<file path="src/rtl/display_timings.sv">
// Parametrised progressive-scan video timing generator (640x480@60 defaults).
// Every output is a flop describing the coordinate currently driven, so flags never skew from sx/sy.
module display_timings #(
  parameter int CORDW  = 10,
  parameter int H_RES  = 640,
  parameter int H_FP   = 16,
  parameter int H_SYNC = 96,
  parameter int H_BP   = 48,
  parameter int V_RES  = 480,
  parameter int V_FP   = 10,
  parameter int V_SYNC = 2,
  parameter int V_BP   = 33,
  parameter bit H_POL  = 1'b0,
  parameter bit V_POL  = 1'b0,
  parameter int FRAMEW = 16
) (
  input  logic              clk_pix,
  input  logic              rst_n,
  input  logic              en,
  output logic [CORDW-1:0]  sx,
  output logic [CORDW-1:0]  sy,
  output logic              hsync,
  output logic              vsync,
  output logic              de,
  output logic              hblank,
  output logic              vblank,
  output logic              line,
  output logic              frame,
  output logic [FRAMEW-1:0] frame_cnt
);

  localparam int H_TOTAL = H_RES + H_FP + H_SYNC + H_BP;
  localparam int V_TOTAL = V_RES + V_FP + V_SYNC + V_BP;

  localparam logic [CORDW-1:0] H_LAST   = CORDW'(H_TOTAL - 1);
  localparam logic [CORDW-1:0] V_LAST   = CORDW'(V_TOTAL - 1);
  localparam logic [CORDW-1:0] H_ACT    = CORDW'(H_RES);
  localparam logic [CORDW-1:0] V_ACT    = CORDW'(V_RES);
  localparam logic [CORDW-1:0] HS_START = CORDW'(H_RES + H_FP);
  localparam logic [CORDW-1:0] HS_END   = CORDW'(H_RES + H_FP + H_SYNC);
  localparam logic [CORDW-1:0] VS_START = CORDW'(V_RES + V_FP);
  localparam logic [CORDW-1:0] VS_END   = CORDW'(V_RES + V_FP + V_SYNC);

  // Reject degenerate geometry and coordinate widths that cannot hold the totals.
  generate
    if (CORDW < 1 || CORDW > 30 || FRAMEW < 1 ||
        H_RES < 1 || H_FP < 1 || H_SYNC < 1 || H_BP < 1 ||
        V_RES < 1 || V_FP < 1 || V_SYNC < 1 || V_BP < 1 ||
        (H_TOTAL - 1) >= (1 << CORDW) || (V_TOTAL - 1) >= (1 << CORDW)) begin : g_bad_params
      $error("display_timings: invalid timing parameters");
    end
  endgenerate

  function automatic logic in_window(input logic [CORDW-1:0] v,
                                     input logic [CORDW-1:0] lo,
                                     input logic [CORDW-1:0] hi);
    return (v >= lo) && (v < hi);
  endfunction

  function automatic logic sync_level(input logic active, input logic pol);
    return active ? pol : ~pol;
  endfunction

  logic [CORDW-1:0] nx_p0;
  logic [CORDW-1:0] ny_p0;
  logic             wrap_p0;

  // Stage p0: next raster position; flags below are derived from it so they land with sx/sy.
  always_comb begin
    nx_p0   = sx + CORDW'(1);
    ny_p0   = sy;
    wrap_p0 = 1'b0;
    if (sx == H_LAST) begin
      nx_p0 = '0;
      if (sy == V_LAST) begin
        ny_p0   = '0;
        wrap_p0 = 1'b1;
      end else begin
        ny_p0 = sy + CORDW'(1);
      end
    end
  end

  // Stage p1: registered outputs. Strobes self-clear every clock so they never stretch while en=0.
  always_ff @(posedge clk_pix or negedge rst_n) begin
    if (!rst_n) begin
      sx        <= H_LAST;
      sy        <= V_LAST;
      hsync     <= ~H_POL;
      vsync     <= ~V_POL;
      de        <= 1'b0;
      hblank    <= 1'b1;
      vblank    <= 1'b1;
      line      <= 1'b0;
      frame     <= 1'b0;
      frame_cnt <= '1;
    end else begin
      line  <= 1'b0;
      frame <= 1'b0;
      if (en) begin
        sx     <= nx_p0;
        sy     <= ny_p0;
        hsync  <= sync_level(in_window(nx_p0, HS_START, HS_END), H_POL);
        vsync  <= sync_level(in_window(ny_p0, VS_START, VS_END), V_POL);
        de     <= (nx_p0 < H_ACT) && (ny_p0 < V_ACT);
        hblank <= (nx_p0 >= H_ACT);
        vblank <= (ny_p0 >= V_ACT);
        line   <= (nx_p0 == '0);
        frame  <= wrap_p0;
        if (wrap_p0) frame_cnt <= frame_cnt + FRAMEW'(1);
      end
    end
  end

endmodule

</file>
<file path="config.mk">
export PLATFORM = sky130hd
export DESIGN_NAME = display_timings
export DESIGN_NICKNAME = d
export VERILOG_FILES = /design/src/rtl/display_timings.sv
export SDC_FILE = /design/constraint.sdc
export NUM_CORES = 1
export LEC_CHECK = 0
export BUFFER_PORTS_ARGS = -buffer_cell sky130_fd_sc_hd__buf_2
export CAP_MARGIN = 20
export CORE_UTILIZATION = 60
export DETAILED_ROUTE_END_ITERATION = 16
export GPL_TIMING_DRIVEN = 0
export PLACE_DENSITY = 0.82
export SLEW_MARGIN = 5
export SYNTH_ARGS = -nofsm -noshare
export SYNTH_HDL_FRONTEND = slang
export SYNTH_SLANG_ARGS = --single-unit
export TNS_END_PERCENT = 30
</file>
<file path="constraint.sdc">
create_clock -name clk_pix -period 6.1 [get_ports clk_pix]
set_clock_uncertainty 0.1 [all_clocks]
set_input_delay 1.22 -clock clk_pix [delete_from_list [all_inputs] [get_ports clk_pix]]
set_output_delay 1.22 -clock clk_pix [all_outputs]
set_load 0.005 [all_outputs]
</file>
==> results of run 1 <==
-- how the worst max path moves through the flow --
stage | end | slack [ns] | cells after the start
after floorplan | frame_cnt[15] | 3.65 | 5
after global placement | sy[4] | 3.32 | 6
after detailed placement | sy[4] | 3.28 | 6
after CTS | de | 3.38 | 8
after global routing | de | 3.21 | 9
final | de | 3.37 | 8
-- kinds of logic after synthesis --
kind of cell,Yosys count
simple gates,112
xor+xnor,24
mux,4
buf+inv,29
flops,43
fa+ha+maj,5
compound gates,54
-- synthesized netlist by cell type, drive strengths merged, types with 2 or more instances --
master   count
o2111ai      2
mux2         3
o31ai        4
ha           5
dfrtp       13
nor2        14
and2         6
a31oi        4
or3          5
nor4         4
and3        10
a21o         5
o311ai       2
o41ai        3
a21oi        5
dfstp       30
and4         2
a32oi        2
inv          9
nand4       11
nor3         8
o21ai       15
clkbuf       7
nand3       15
buf         13
xnor2       18
o32ai        2
nand2       27
xor2         6
nand3b       2
-- per-stage QoR --
step / instance area, µm² / std cells / power (mW) / worst slack [ns]
after floorplan: 2611 / 271 / 0.4571 / 3.652
after global placement: 2899 / 366 / 0.5017 / 3.317
after detailed placement: 2899 / 366 / 0.5058 / 3.279
after CTS: 2983 / 374 / 0.6827 / 3.379
after global routing: 2983 / 374 / 0.7173 / 3.211
final: 2983 / 374 / 0.6807 / 3.372
-- metal layers --
| metal | track usage | vias to the layer above | part of all wire |
|---|---|---|---|
| met5 | 0 | - | 0 |
| met4 | 0.1172 | 0 | 0.013 |
| met3 | 0.04000 | 9 | 0.060 |
| met2 | 0.4694 | 93 | 0.49 |
| met1 | 0.3742 | 1089 | 0.43 |
| li1 | - | 1089 | - |
-- power by group through the flow --
stage	clock [mW]	combinational [mW]	sequential, mW
CTS	0.181	0.169	0.333
global route	0.191	0.189	0.337
detailed placement	0	0.168	0.338
finish	0.178	0.170	0.333
global placement	0	0.165	0.337
floorplan	0	0.118	0.339
-- critical path, stage by stage, from the launching register on --
cell and delay (ns):
dfstp_2 0.59, ha_1 0.15, buf_2 0.17, and4_1 0.22
buf_6 0.15, nand4_1 0.25, or3_1 0.43, a221oi_2 0.37
o32ai_1 0.16
-- state kept, by name, summed over array words and instances, names as in the netlist --
register and cells:
frame_cnt 16, sx 10, sy 10, de 1
frame 1, hblank 1, hsync 1, line 1
vblank 1, vsync 1
-- layout make-up --
| cell class | instances | area, µm² |
|---|---|---|
| Fill cell | 317 | 1104 |
| Tap cell | 50 | 62.56 |
| Clock inverter | 1 | 7.507 |
| Sequential cell | 43 | 1114 |
| Inverter | 9 | 33.78 |
| Multi-Input combinational cell | 199 | 1353 |
| Buffer | 20 | 111.4 |
| Clock buffer | 7 | 76.32 |
| Timing Repair Buffer | 45 | 225.2 |
==> flow_metrics.env, run 1 <==
export IMPL_status="complete, no violations"
export IMPL_cp_max_fo=9
export IMPL_start_util=0.6390
export IMPL_yosys_area_share_simple=0.2501
export IMPL_async_flop_share=1.000
export IMPL_seq_area_frac_synth=0.4264
export IMPL_dr_total_vias=2280
export IMPL_whs_ns=0.3951
export IMPL_final_cell_mix="53 x buf_2, 30 x dfstp_2, 27 x nand2_1"
export IMPL_ir_drop_mv=0.1163
export IMPL_min_path_cells=2
export IMPL_holdPathEnd="vsync"
export IMPL_gp_congestion=0.8949
export IMPL_wl_mm=6.000
export IMPL_die_h_um=67.97
export IMPL_synth_main_ff_cell="dfstp_2"
export IMPL_rr_worst_depth=8
export IMPL_p_switching_mw=0.2098
export IMPL_drv_slew=0
export IMPL_muxShareOfSynthArea=0.01677
export IMPL_grt_start_max_net_pins=44
export IMPL_hp_start="vsync"
export IMPL_slew_headroom=0.3794
export IMPL_netlist_area_leader_share=0.3019
export IMPL_synth_edf_count=0
export IMPL_yosysUniqueCellTypes=60
export IMPL_dr_first_iter_drc_count=303
export IMPL_arrival_ns=2.80
export IMPL_vias_per_cell=6.096
export IMPL_cts_max_path_buffers=2
export IMPL_synth_adder_area_share=0.02396
export IMPL_post_cts_buffers=0
export IMPL_fin_setup_tns_ns=0
export IMPL_synthTopCellsByArea="dfstp_2 30%, dfrtp_1 12%, xnor2_1 6.0%"
export IMPL_antenna_found_initial=0
export IMPL_worst_slew_pin_slew_ns=0.9308
export IMPL_placementRows=23
export IMPL_fmax_mhz=366.6
export IMPL_finalCriticalPeriod_ns=2.728
export IMPL_fp_dieW_um=67.97
export IMPL_syn_inst=271
export IMPL_first_pass_iters=5
export IMPL_coreArea_um2=4086
export IMPL_switching_share=0.3083
export IMPL_crit_required_ns=6.17
export IMPL_ioPinCount=46
export IMPL_area_growth_synth_to_final_pct=14.23
export IMPL_finalCoreUtilization=0.7299
export IMPL_pwr_density_cell_nw_per_um2=228.2
export IMPL_path_class="reg2reg"
export IMPL_final_setup_viol_count=0
export IMPL_synth_top_area_cell="dfstp_2"
export IMPL_max_cap_violations=0
export IMPL_avgRoutedWirePerCell_um=16.04
export IMPL_layout_commonest_cell="buf_2"
export IMPL_synth_xor_area_share=0.08050
export IMPL_cts_tree="built"
export IMPL_cp_start_kind="flip-flop"
export IMPL_min_period_over_period=0.4472
export IMPL_cts_htree_levels=2
export IMPL_grt_usage=0.2855
export IMPL_worstSetupStartpoint="sx[0]"
export IMPL_clk_pin_slew_worst_paths_ns=0.08
export IMPL_r2r_start="sx[0]"
export IMPL_postCtsResizedCells=0
export IMPL_clk_latency_ns=0.30
export IMPL_p_clk_frac=0.261
export IMPL_synth_cell_area_um2=2611
export IMPL_n_antenna_cell=0
export IMPL_r2r_slack_ns=3.37
export IMPL_holdBufCountCts=0
export IMPL_syn_area_per_cell_um2=9.636
export IMPL_nNetsFinal=331
export IMPL_drc_errors=0
export IMPL_grt_pass1_vias=2080
export IMPL_p_int_mw=0.4709
export IMPL_seqPwrFrac=0.490
export IMPL_grt_overflow=0
export IMPL_io_buffer_count=45
export IMPL_synth_seq_cells=43
export IMPL_clock_sinks=43
export IMPL_dp_hpwl_mm=4.166
export IMPL_numCtsBuffers=5
export IMPL_cp_end_kind="flip-flop"
export IMPL_postRouteAntennaNets=0
export IMPL_rsz0062_at_grt="false"
export IMPL_grt_first_pass_wirelength_mm=9.777
export IMPL_leakage_nw=1.291
export IMPL_syn_num_nets=279
export IMPL_comb_power_share=0.249
export IMPL_synth_warning_count=0
export IMPL_synth_compound_area_frac=0.1466
export IMPL_finalHoldViolCount=0
export IMPL_die_area_um2=4620
export IMPL_synth_top_family_by_area="simple AND/OR/NAND/NOR gates"
export IMPL_hold_class="reg2reg"
export IMPL_root_buffer="clkbuf_8"
export IMPL_drive_above_1_share=0.3302
export IMPL_r2r_end="de"
No activity file was read; power rests on OpenSTA's default activity.
==> run 2, diff against run 1 <==
- CORE_UTILIZATION: 60 -> 51
- PLACE_DENSITY: 0.82 -> 0.74
- clock period: 6.1 -> 2.4 ns (I/O delays scaled with it)
==> flow_metrics.env, run 2 (synthesized netlist as in run 1, its figures left out) <==
export IMPL_place_inst=383
export IMPL_regMostFlops="frame_cnt"
export IMPL_wl_mm=6.150
export IMPL_pwr_density_cell_nw_per_um2=597.6
export IMPL_hold_class="in2async"
export IMPL_arrival_ns=2.49
export IMPL_grt_start_max_net_pins=44
export IMPL_cts_htree_levels=2
export IMPL_first_pass_iters=5
export IMPL_placementRows=25
export IMPL_vias_per_cell=5.845
export IMPL_dp_hpwl_mm=4.045
export IMPL_leakage_nw=1.408
export IMPL_reg_largest_list="frame_cnt x16, sx x10, sy x10"
export IMPL_clk_pin_slew_worst_paths_ns=0.08
export IMPL_postRouteAntennaNets=0
export IMPL_clk_latency_ns=0.30
export IMPL_path_class="reg2reg"
export IMPL_crit_required_ns=2.46
export IMPL_nNetsFinal=340
export IMPL_dr_total_vias=2338
export IMPL_avgRoutedWirePerCell_um=15.38
export IMPL_fmax_mhz=411.9
export IMPL_grt_overflow=0
export IMPL_fp_dieW_um=73.56
export IMPL_die_h_um=73.56
export IMPL_drc_errors=0
export IMPL_grt_first_pass_wirelength_mm=9.763
export IMPL_clock_sinks=43
export IMPL_regArea_um2=1115
export IMPL_die_area_um2=5410
export IMPL_violations="negative setup slack"
export IMPL_largest_reg_flops=16
export IMPL_final_cell_mix="51 x buf_2, 30 x dfstp_2, 27 x nand2_1"
export IMPL_cp_start_kind="flip-flop"
export IMPL_gp_congestion=0.8618
export IMPL_final_setup_viol_count=4
export IMPL_slew_headroom=0.3885
export IMPL_start_util=0.5421
export IMPL_finalHoldViolCount=0
export IMPL_multi_input_area_um2=1430
export IMPL_status="finished, violations left"
export IMPL_layout_commonest_cell="buf_2"
export IMPL_finalCriticalPeriod_ns=2.428
export IMPL_root_buffer="clkbuf_8"
export IMPL_postLayoutSetupSlackWorst_ns=-0.02753
export IMPL_dr_first_iter_drc_count=143
export IMPL_worst_slew_pin_slew_ns=0.9172
export IMPL_grt_usage=0.2368
export IMPL_fin_cells=400
export IMPL_cts_tree="built"
export IMPL_cp_max_fo=7
export IMPL_grt_pass1_vias=2058
export IMPL_max_cap_violations=0
export IMPL_area_growth_synth_to_final_pct=22.47
export IMPL_fillers=421
export IMPL_cts_max_path_buffers=2
export IMPL_drv_slew=0
export IMPL_place_ws_ns=-0.2205
export IMPL_rr_worst_depth=8
export IMPL_ioPinCount=46
export IMPL_drive_above_1_share=0.3964
export IMPL_min_period_over_period=1.011
export IMPL_rsz0062_at_grt="true"
export IMPL_holdBufCountCts=0
export IMPL_numCtsBuffers=5
export IMPL_fin_setup_tns_ns=-0.04634
export IMPL_coreArea_um2=4817
export IMPL_power_mw=1.911
export IMPL_ir_drop_mv=0.4109
export IMPL_n_antenna_cell=0
export IMPL_io_buffer_count=45
export IMPL_cp_end_kind="flip-flop"
export IMPL_antenna_found_initial=0
==> run 2: cell count changes in the layout (fill, tap and decap cells not counted), moves of 2 or more <==
cell      delta
buf_6        +2
ha_1         -2
o21ai_0      -2
buf_2        -2
buf_4        +9
ha_2         +2
clkbuf_1     -3
==> run 2: final timing paths <==
path / from / to / slack (ns)
min: rst_n / sx[6] / 0.21
max in group asynchronous: rst_n / sy[0] / 1.36
min in group clk_pix: vsync / vsync / 0.39
max reg2reg: sx[1] / de / -0.03
min reg2reg: vsync / vsync / 0.39
max: sx[1] / de / -0.03
==> run 2: what timing repair did <==
action	4_1_cts	5_1_grt
gates cloned	0	1
setup buffers	2	7
hold endpoints to repair	0	0
pin swaps	5	5
gates resized for setup	11	14
setup endpoints to repair	12	18
==> run 2: critical path, cell delays in order, from the launching register on <==
cell,delay (ns)
dfstp_2,0.57
ha_2,0.17
buf_6,0.11
and4_4,0.22
buf_6,0.12
nand4_1,0.16
or3_4,0.38
a221oi_4,0.33
o32ai_2,0.11
==> run 2: routing by layer <==
metal  wire (µm)  part of all wire  vias up  track usage
met1        2740              0.45     1138       0.3260
met5           0                 0        -            0
met2        3011              0.49       81       0.3782
met4          88             0.014        0      0.07265
li1            -                 -     1107            -
met3         309             0.050       12      0.04390
==> run 2: per-stage QoR <==
stage	util	instance area, µm²	hold WS (ns)
floorplan	-	2620	0.08441
global placement	0.6081	2929	0.3819
detailed placement	0.6081	2929	0.3813
CTS	0.6444	3104	0.2429
global route	0.6639	3198	0.2888
finish	0.6639	3198	0.2133
==> run 2: layout make-up <==
cell class / instances / area share
sequential: 43 / 0.3486
inverter: 9 / 0.01056
buffer: 19 / 0.03756
timing repair buffer: 55 / 0.09311
tap: 67 / 0.02621
clock buffer: 6 / 0.02582
multi-input combinational: 199 / 0.4472
clock inverter: 2 / 0.01095
==> run 2: power breakdown <==
group	internal (mW)	total, mW	switching [mW]
combinational	0.220	0.486	0.266
clock	0.337	0.581	0.244
sequential	0.805	0.844	0.0393
